**config.mk**
```make
export PLATFORM = sky130hd
export DESIGN_NAME = sync_clk_ctrl
export DESIGN_NICKNAME = d
export VERILOG_FILES = /design/src/rtl/xge_sync_pkg.sv /design/src/rtl/sync_ctrl_chan.sv /design/src/rtl/sync_clk_ctrl.sv
export SDC_FILE = /design/constraint.sdc
export NUM_CORES = 1
export LEC_CHECK = 0
export BUFFER_PORTS_ARGS = -buffer_cell sky130_fd_sc_hd__buf_2
export CORE_AREA = 2 2 39 41
export DETAILED_ROUTE_END_ITERATION = 8
export DIE_AREA = 0 0 41 43
export PLACE_DENSITY_LB_ADDON = 0.25
export SLEW_MARGIN = 30
export SYNTH_ARGS = -nofsm -noshare
export SYNTH_HDL_FRONTEND = slang
export SYNTH_HIERARCHICAL = 1
export SYNTH_SLANG_ARGS = --single-unit
```
**constraint.sdc**
```tcl
create_clock -name clk_xgmii_tx -period 1.97 [get_ports clk_xgmii_tx]
set_input_delay 0.394 -clock clk_xgmii_tx [delete_from_list [all_inputs] [get_ports clk_xgmii_tx]]
set_output_delay 0.394 -clock clk_xgmii_tx [all_outputs]
set_load 0.01 [all_outputs]
```
**src/rtl/xge_sync_pkg.sv**
```systemverilog
// Shared constants and helpers for the XGMII TX control-bit synchroniser.
// The stability filter is built only when XGE_SYNC_STABLE_FILTER_EN is defined.
package xge_sync_pkg;

    localparam int SYNC_STAGES_MIN   = 2;
    localparam int STABLE_CYCLES_MIN = 1;

    // Width of a counter that must hold 0..n-1, never narrower than one bit.
    function automatic int cnt_width(input int n);
        int w;
        w = $clog2(n);
        return (w < 1) ? 1 : w;
    endfunction

endpackage

```
**src/rtl/sync_ctrl_chan.sv**
```systemverilog
// One synchroniser channel: metastability chain, optional stability filter
// (XGE_SYNC_STABLE_FILTER_EN) and registered rise/fall pulses.
module sync_ctrl_chan
    import xge_sync_pkg::*;
#(
    parameter int   SYNC_STAGES   = 2,
    parameter int   STABLE_CYCLES = 4,
    parameter logic RESET_BIT     = 1'b0
) (
    input  logic clk_xgmii_tx,
    input  logic reset_xgmii_tx,
    input  logic din,
    input  logic pulse_en,
    output logic dout,
    output logic rise,
    output logic fall
);

    logic [SYNC_STAGES-1:0] chain_q, chain_d;
    logic                   out_q, out_d;
    logic                   rise_q, rise_d;
    logic                   fall_q, fall_d;
    logic                   s_n;
    logic                   update;

    assign s_n = chain_q[SYNC_STAGES-1];

`ifdef XGE_SYNC_STABLE_FILTER_EN
    localparam int             CW       = cnt_width(STABLE_CYCLES);
    localparam logic [CW-1:0]  CNT_LAST = CW'(STABLE_CYCLES - 1);

    logic [CW-1:0] cnt_q, cnt_d;

    // A return to the accepted value mid-count discards the partial count.
    always_comb begin
        // NOTE: every always_comb output gets a default first, so no path can infer a latch.
        cnt_d  = cnt_q;
        update = 1'b0;
        if (s_n == out_q) begin
            cnt_d = '0;
        end else if (cnt_q == CNT_LAST) begin
            update = 1'b1;
            cnt_d  = '0;
        end else begin
            cnt_d = cnt_q + CW'(1);
        end
    end

    always_ff @(posedge clk_xgmii_tx) begin
        if (reset_xgmii_tx) begin
            cnt_q <= '0;
        end else begin
            cnt_q <= cnt_d;
        end
    end
`else
    assign update = (s_n != out_q);
`endif

    always_comb begin
        chain_d = {chain_q[SYNC_STAGES-2:0], din};
        out_d   = update ? s_n : out_q;
        rise_d  = update & pulse_en & s_n;
        fall_d  = update & pulse_en & ~s_n;
    end

    always_ff @(posedge clk_xgmii_tx) begin
        if (reset_xgmii_tx) begin
            chain_q <= {SYNC_STAGES{RESET_BIT}};
            out_q   <= RESET_BIT;
            rise_q  <= 1'b0;
            fall_q  <= 1'b0;
        end else begin
            // NOTE: non-blocking assignments so every flop samples pre-edge values, like real hardware.
            chain_q <= chain_d;
            out_q   <= out_d;
            rise_q  <= rise_d;
            fall_q  <= fall_d;
        end
    end

    assign dout = out_q;
    assign rise = rise_q;
    assign fall = fall_q;

endmodule

```
**src/rtl/sync_clk_ctrl.sv**
```systemverilog
// Multi-channel control-bit synchroniser into clk_xgmii_tx with startup-valid flag.
// Define XGE_SYNC_STABLE_FILTER_EN to build the per-channel stability filter.
module sync_clk_ctrl
    import xge_sync_pkg::*;
#(
    parameter int                DWIDTH        = 1,
    parameter int                SYNC_STAGES   = 2,
    parameter int                STABLE_CYCLES = 4,
    parameter logic [DWIDTH-1:0] RESET_VAL     = '0
) (
    input  logic              clk_xgmii_tx,
    input  logic              reset_xgmii_tx,
    input  logic [DWIDTH-1:0] in,
    output logic [DWIDTH-1:0] out,
    output logic [DWIDTH-1:0] rise,
    output logic [DWIDTH-1:0] fall,
    output logic              sync_valid
);

`ifdef XGE_SYNC_STABLE_FILTER_EN
    localparam int FILTER_CYCLES = STABLE_CYCLES;
`else
    localparam int FILTER_CYCLES = 1;
`endif
    localparam int START_MAX = SYNC_STAGES + FILTER_CYCLES;
    localparam int SW        = $clog2(START_MAX + 1);

    if (SYNC_STAGES < SYNC_STAGES_MIN) begin : g_bad_sync_stages
        $error("sync_clk_ctrl: SYNC_STAGES must be at least %0d", SYNC_STAGES_MIN);
    end
    if (STABLE_CYCLES < STABLE_CYCLES_MIN) begin : g_bad_stable_cycles
        $error("sync_clk_ctrl: STABLE_CYCLES must be at least %0d", STABLE_CYCLES_MIN);
    end

    logic [SW-1:0] start_cnt_q, start_cnt_d;
    logic          sync_valid_q, sync_valid_d;

    // Saturating edge count since reset; valid once every chain and filter has flushed.
    always_comb begin
        start_cnt_d  = (start_cnt_q == SW'(START_MAX)) ? start_cnt_q : start_cnt_q + SW'(1);
        sync_valid_d = (start_cnt_d == SW'(START_MAX));
    end

    always_ff @(posedge clk_xgmii_tx) begin
        if (reset_xgmii_tx) begin
            start_cnt_q  <= '0;
            sync_valid_q <= 1'b0;
        end else begin
            start_cnt_q  <= start_cnt_d;
            sync_valid_q <= sync_valid_d;
        end
    end

    assign sync_valid = sync_valid_q;

    for (genvar i = 0; i < DWIDTH; i++) begin : g_chan
        sync_ctrl_chan #(
            .SYNC_STAGES   (SYNC_STAGES),
            .STABLE_CYCLES (STABLE_CYCLES),
            .RESET_BIT     (RESET_VAL[i])
        ) u_chan (
            .clk_xgmii_tx   (clk_xgmii_tx),
            .reset_xgmii_tx (reset_xgmii_tx),
            .din            (in[i]),
            .pulse_en       (sync_valid_q),
            .dout           (out[i]),
            .rise           (rise[i]),
            .fall           (fall[i])
        );
    end

endmodule
```
# After elaboration in Yosys (flattened, before gate mapping)
# Index checks and enable logic that the tools add are counted.
# word_totals
regBits,8
latchBits,0
mem_bits_rw,0
mem_bits_ro,0
inputBits,3
out_inout_bits,4
wordCells,15
mem_count,0
# op_classes
n_addsub,1
n_mul,0
div,0
n_lt_le_gt_ge,0
n_eq_ne,3
n_shift,0
n_mux,1
n_bitwise,4
reduce_logical,0
# op_table
cell,n
"== test 2 bit, second input constant",2
bitwise AND 1 bit,3
"adder 2 x 1 -> 2 bit, second input constant",1
two-way mux 2 bit,1
!= test 1 bit,1
inverter 1 bit,1

# Logic depth before layout (Yosys ltp)
# Gate-level depths: netlist (run 1).
# depth
word_depth,3
ltp_mapped,2
depth_no_buf,2

# Hierarchy
# The synthesis (run 1) kept the hierarchy.
# modules_own_cells
mod,instances,cells_each,area_per_inst_um2,seq_area_each_um2
sync_ctrl_chan,1,10,151.4,100.1
sync_clk_ctrl,1,8,83.8,60.1

# Worst setup path after synthesis (run 1)
# OpenSTA, ideal clock, no wires.
# synth_path
kind,reg2out
startpoint,register g_chan[0].u_chan.out_q
endpoint,output port out
t_arrival_ps,351
required_ps,1576
setup_slack_ps,1225
stages_incl_launch_ff,1
path_buffers,0
path_cell_list,dfxtp_1
# synth_lines
item,line_no,rtl
from (decl),sync_ctrl_chan.sv:20,"logic out_q, out_d;"
from (signal assigned),sync_ctrl_chan.sv:76,out_q <= out_d;
to (decl),sync_clk_ctrl.sv:14,"output logic [DWIDTH-1:0] out,"
# No word-level cell between the ends.

# Final worst setup path (run 1)
# layout_path
startpoint,register g_chan[0].u_chan.out_q
endpoint,output port out
# No word-level cell between the ends.

==> summary.md, run 1 <==
| Metric | Value |
|---|---|
| Status | complete, no violations |
| Clock tree buffer depth | 2 |
| Total Wirelength | 350 um |
| PostCTS Resize Cnt | 0 |
| Unrepaired setup endpoints after global routing | false |
| Hold Path End | g_chan[0].u_chan/chain_q[0]$_SDFF_PP0_ |
| Starting DRT DRC Count | 0 |
| Syn Area/Cell | 13.1 um^2 |
| R2r endpoint | g_chan[0].u_chan/rise$_SDFF_PP0_ |
| Req. time, crit path | 1.58 ns |
| Nets | 32 |
| Upper clock frequency limit | approximately 890 MHz |
| Pwr dens | approximately 1000 mW/mm^2 |
| CTS root buffer | clkbuf_4 |
| Transition time of the tightest slew-check pin | 0.130 ns |
| Worst Reg2Reg Path Length in Cells | 1 |
| Crit-path max cell delay | 0.34 ns |
| Boundary Pins | 7 |
| CP startpoint kind | flop |
| TritonCTS Sinks | 8 |
| # setup viols final | 0 |
| Max Cap Viol | 0 |
| Clock buffer count from CTS | 3 |
| Total power | just over 0.3 mW |
| Multi-input combinational cell area | 71.3 um^2 |
| Synth Cell Area | 235 um^2 |
| Crit path buffers/inverters | 1 |
| YS warnings | 6 |
| Crit path depth | 1 |
| Delay-heaviest family, CP | flip-flops |
| CP max FO | 3 |
| CTS clk-pin slew, worst paths | 0.05 ns |
| Post-Syn Instances | 18 |
| Worst R2R Start | g_chan[0].u_chan/dout$_SDFFE_PP0P_ |
| Hold wc startpoint | in |
| Gpl congestion | roughly 0.59 |
| Die Ht | 43 um |
| DRC | 0 |
| R2r setup slk | 1.30 ns |
| Setup TNS | 0 ns |
| Max IR drop VDD | 0.000456 V |
| Clock Latency Late Sink | roughly 0.25 ns |
| Register area | 160 um^2 |
| Starting Density | around 17% |
| Pleak | 0.143 nW |
| Final hold viol count | 0 |
| WHS Path Cells | 2 |
| Tot GR Track Use | between 6 and 7% |
| Post-DP HPWL | 255 um |
| H-tree Lvls | 1 |
| XOR/XNOR Fraction of Synth Area | 0% |
| Setup bufs post-CTS | 0 |
| Worst Skew | 0.000415 ns |
| Post-synth cell types | 6 |
| Final Max Tran Viols | 0 |
| Fin crit share | 56.9% |
| Antenna diode instance count | 0 |
| Row count | 14 |
| Overflow after GRT | 0 |
| Area growth, synth to finish | 30.9% |
| Die width | around 41 um |
| Min Tclk post-route | 1.12 ns |
| Drt first pass iters | 1 |
| Initial antenna violation count | 0 |
| First-pass GRT wire length | 634 um |
| Post-Synth Adder-Cell Area | 0% |
| Synth Area in Compound Gates | 3.72% |
| Hold Crit Class | in2reg |
| Worst path arrival time | 0.73 ns |
| WL per Instance | between 8 and 9 um |
| CTS tree | built |
| Die ar. | about 0.0018 mm^2 |
| Crit. End Element | output port |
| Post-Synth Simple-Gate Area | 26.6% |
| # port buffers | 6 |
| Layout cells sized above 1 | approximately 56% |
| Vias per cell | approximately 3.5 |
| Vias | 151 |
| CP max stage cell | dfxtp_1 |
| Syn_nets | 21 |
| Setup CP Type | reg2out |
| Vias in the first global route | 144 |
| Multiplexer share of the synthesized area | 0% |
| Fillers | 154 |
| Post-synthesis sequential area ratio | about two thirds |
| Number of synthesized register bits | 8 |
| Max_slew headroom | about nine tenths |
| Antenna viol nets, final | 0 |
| Hold buffers post-CTS | 0 |
| Largest family of logic cells by synthesized area | simple AND/OR/NAND/NOR gates |
| CP cell instances | buf_2 |
| Largest net degree at the start of global routing | 9 |
| Core area | 0.00138 mm^2 |
## placed cells by master, fill, tap and decap left out
cell type / n
dfxtp_1: 8
buf_2: 6
nor2_1: 3
clkbuf_4: 3
and2b_2: 3
and4bb_2: 2
inv_1: 1
a21oi_2: 1
## layer usage
| layer | track usage (%) | share of wire [%] | vias to the layer above |
|---|---|---|---|
| met5 | 0 | 0 | - |
| met4 | 2.00 | 0 | 0 |
| met3 | 9.42 | 17 | 0 |
| met1 | 5.57 | 46 | 66 |
| met2 | 8.13 | 37 | 9 |
| li1 | - | - | 76 |
## power breakdown
group / internal (mW) / switching [mW] / total (mW) / leakage (nW)
Sequential: 0.170 / 0.00381 / 0.173 / 0.0658
Clock: 0.0693 / 0.0504 / 0.120 / 0.0138
Combinational: 0.00800 / 0.00693 / 0.0149 / 0.0637
Total: 0.247 / 0.0612 / 0.308 / 0.143
## kinds of logic after synthesis
logic type,after synthesis
simple gates,8
flops,8
compound gates,1
buf+inv,1
## sequential cells by signal (all words and copies together) (netlist names)
name / cells
g_chan.u_chan/chain_q: 2
g_chan.u_chan/dout: 1
g_chan.u_chan/fall: 1
g_chan.u_chan/rise: 1
start_cnt_q: 2
sync_valid: 1
## metrics by stage
step | util, % | area (um^2) | worst slack, ns | cells | hold slack [ns]
2_1_floorplan | - | 235 | 1.23 | 18 | 0.418
3_3_place_gp | 20.6 | 285 | 1.07 | 40 | 0.432
3_5_place_dp | 20.6 | 285 | 1.05 | 40 | 0.439
4_1_cts | 22.2 | 308 | 0.834 | 43 | 0.358
5_1_grt | 22.2 | 308 | 0.785 | 43 | 0.357
6_report | 22.2 | 308 | 0.850 | 43 | 0.368
## how the worst max path moves through the flow
stage,start,end,slack [ns]
after floorplan,g_chan[0].u_chan/dout$_SDFFE_PP0P_,out,1.23
after global placement,reset_xgmii_tx,g_chan[0].u_chan/fall$_SDFF_PP0_,1.07
after detailed placement,reset_xgmii_tx,g_chan[0].u_chan/fall$_SDFF_PP0_,1.05
after CTS,g_chan[0].u_chan/dout$_SDFFE_PP0P_,out,0.83
after global routing,g_chan[0].u_chan/dout$_SDFFE_PP0P_,out,0.79
final,g_chan[0].u_chan/dout$_SDFFE_PP0P_,out,0.85
## cells in the mapped netlist
master | instances | share of area [%]
a21oi_2 | 1 | 3.7
inv_1 | 1 | 1.6
nor2_1 | 3 | 4.8
and2b_2 | 3 | 11
and4bb_2 | 2 | 11
dfxtp_1 | 8 | 68
## cell type report
type	count	area share (%)
clock buffer	3	7.32
inverter	1	1.22
multi-input combinational	9	23.2
sequential	8	52.0
tap	16	6.50
timing repair buffer	6	9.76
No activity file was read; power rests on OpenSTA's default activity.
==> run 2: changes to the inputs <==
Settings changed: ABC_AREA set to 1.
Clock period 1.97 ns to 1.1 ns, I/O delays scaled along.
==> summary.md, run 2 <==
| Metric | Value |
|---|---|
| Largest cells by area after synthesis | dfxtp_1, inv_1, nand2_1 |
| Setup bufs post-CTS | 0 (unchanged) |
| Synth Area in Compound Gates | 0% (-3.7 points) |
| Nets | 44 (+38%) |
| H-tree Lvls | 1 (unchanged) |
| Vias per cell | 3.40 (-3.2%) |
| Die width | 41 um (unchanged) |
| Synth Cell Area | 250 um^2 (+6.4%) |
| Pwr dens | 1800 mW/mm^2 (+80%) |
| Post-synthesis sequential area ratio | 64.0% (-4.1 points) |
| Fin crit share | between 80 and 90% |
| Post-Synth Simple-Gate Area | 22.5% (-4.1 points) |
| Setup CP Type | reg2out |
| Post-DP Area | 300 um^2 (+5.3%) |
| Max_slew headroom | 93.4% (+2.1 points) |
| Syn_nets | 33 (+57%) |
| Worst Skew | 0.00169 ns (+0.00128 ns) |
| Clock tree buffer depth | 2 (unchanged) |
| Drt first pass iters | 1 (unchanged) |
| Status | complete, no violations |
| Gpl congestion | 0.636 (+8.4%) |
| Area growth, synth to finish | 29.0% |
| Total power | 0.581 mW (+88%) |
| CTS clk-pin slew, worst paths | 0.05 ns (about the same) |
| Dominant cell type by area after synthesis | dfxtp_1 |
| Most numerous cell in the Yosys netlist | dfxtp_1 |
| Max Cap Viol | 0 (unchanged) |
| Vias | 187 (+24%) |
| WL per Instance | 6.33 um (-22%) |
| Die ar. | 0.00176 mm^2 (unchanged) |
| CP max FO | 3 (unchanged) |
| Largest net degree at the start of global routing | 5 (-4) |
| PostCTS Resize Cnt | 0 (unchanged) |
| Layout cells sized above 1 | 35.9% (-20 points) |
| Top cell type's share of synthesized area | 64.0% (-4.1 points) |
| Hold buffers post-CTS | 0 (unchanged) |
| Post-synth top cells | dfxtp_1, inv_1, nand2_1 |
| Starting Density | 18.1% (+1.1 points) |
| Clock Latency Late Sink | 0.25 ns (about the same) |
| Post-synth EDFFs | 0 (unchanged) |
| CP cell instances | buf_2 |
| Post-DP HPWL | 256 um (+0.51%) |
| Clock buffer count from CTS | 3 (unchanged) |
| Max IR drop VDD | 0.000676 V (+48%) |
| Final Max Tran Viols | 0 (unchanged) |
| Die Ht | 43 um (unchanged) |
| Vias in the first global route | 158 (+9.7%) |
| Post-Syn Instances | 30 (+12) |
| Syn Area/Cell | 8.34 um^2 (-36%) |
| Largest family of logic cells by synthesized area | simple AND/OR/NAND/NOR gates |
| CTS root buffer | clkbuf_4 |
| Req. time, crit path | 0.88 ns (-0.70 ns) |
| Dominant synthesized flop cell | dfxtp_1 |
| Row count | 14 (unchanged) |
| CP max stage cell | dfxtp_1 |
| Starting DRT DRC Count | 0 (unchanged) |
| Boundary Pins | 7 (unchanged) |
| Upper clock frequency limit | between 1000 and 1500 MHz |
| TritonCTS Sinks | 8 (unchanged) |
| Antenna diode instance count | 0 (unchanged) |
| Overflow after GRT | 0 (unchanged) |
| Crit. End Element | output port |
| First-pass GRT wire length | 614 um (-3.2%) |
| DRC | 0 (unchanged) |
| # port buffers | 6 (unchanged) |
| YS warnings | 6 (unchanged) |
| Pleak | 0.177 nW (+23%) |
| CP startpoint kind | flop |
| Unrepaired setup endpoints after global routing | false |
| Antenna viol nets, final | 0 (unchanged) |
| Fin util | 23.3% (+1.1 points) |
| Transition time of the tightest slew-check pin | 0.0993 ns (-0.0310 ns) |
| Ys async rst share | 0% (unchanged) |
| Commonest non-fill, non-tap cell in the layout | dfxtp_1 |
| Crit path buffers/inverters | 1 (unchanged) |
| Delay-heaviest family, CP | flip-flops |
| Min Tclk post-route | 0.956 ns |
| Multiplexer share of the synthesized area | 0% (unchanged) |
| Initial antenna violation count | 0 (unchanged) |
| Total Wirelength | 348 um (-0.57%) |
| Setup TNS | 0 ns (unchanged) |
| Finished Cell Area | 323 um^2 (+4.9%) |
| Hold Crit Class | in2reg |
| Tot GR Track Use | 5.83% (-0.64 points) |
| Worst path arrival time | 0.74 ns (about the same) |
| Commonest non-fill, non-tap cells in the layout | dfxtp_1, inv_1, nand2_1 |
| Post-synth cell types | 7 (+1) |
| Biggest regs | g_chan.u_chan/chain_q (2), start_cnt_q (2) |
| Post-Synth Adder-Cell Area | 0% (unchanged) |
| XOR/XNOR Fraction of Synth Area | 0% (unchanged) |
| # setup viols final | 0 (unchanged) |
| CTS tree | built |
| Final hold viol count | 0 (unchanged) |
| Crit-path max cell delay | 0.35 ns (about the same) |
| Number of synthesized register bits | 8 (unchanged) |
| Core area | 0.00138 mm^2 (unchanged) |
| Fillers | 160 (+3.9%) |
[run 2: report_power, final]
group          leakage (nW)  internal (mW)  total, mW  switching, mW
sequential           0.0659          0.311      0.320        0.00940
clock                0.0138          0.125      0.221         0.0960
combinational        0.0972         0.0168     0.0399         0.0231
[run 2: path summary, 6_finish.rpt]
check	from	end	slack, ns	cells past startpoint
hold reg to reg	g_chan[0].u_chan/chain_q[0]$_SDFF_PP0_	g_chan[0].u_chan/chain_q[1]$_SDFF_PP0_	0.40	2
setup / recovery	sync_valid$_SDFF_PP0_	sync_valid	0.14	1
hold / removal	in	g_chan[0].u_chan/chain_q[0]$_SDFF_PP0_	0.17	3
setup reg to reg	g_chan[0].u_chan/dout$_SDFFE_PP0P_	g_chan[0].u_chan/rise$_SDFF_PP0_	0.52	3
[run 2: logic make-up after synthesis]
| family | count (synthesis) |
|---|---|
| DFF | 8 |
| and+or+nand+nor | 13 |
| buffers and inverters | 9 |
[run 2: area by class of cell]
cell class / instances / area, um^2 / area share (%)
Sequential cell: 8 / 160 / 49.6
Multi-Input combinational cell: 13 / 56.3 / 17.4
Inverter: 9 / 33.8 / 10.5
Timing Repair Buffer: 6 / 30.0 / 9.30
Clock buffer: 3 / 22.5 / 6.98
Tap cell: 16 / 20.0 / 6.20
[run 2: per-stage QoR]
stage / instances / worst slack, ns / hold WS [ns]
detailed placement: 52 / 0.413 / 0.392
finish: 55 / 0.144 / 0.172
global placement: 52 / 0.410 / 0.390
global route: 55 / 0.0868 / 0.166
CTS: 55 / 0.132 / 0.164
floorplan: 30 / 0.484 / 0.291
[run 2: worst min-delay path, stage by stage]
cell and delay (ns):
buf_2 0.07, inv_1 0.03, nor2_1 0.06
[run 2: routing by layer]
metal	vias to the layer above	track usage (%)	routed length [um]
li1	103	-	-
met1	75	6.13	172
met2	9	6.56	125
met3	0	9.42	50
met4	0	0	0
met5	-	0	0
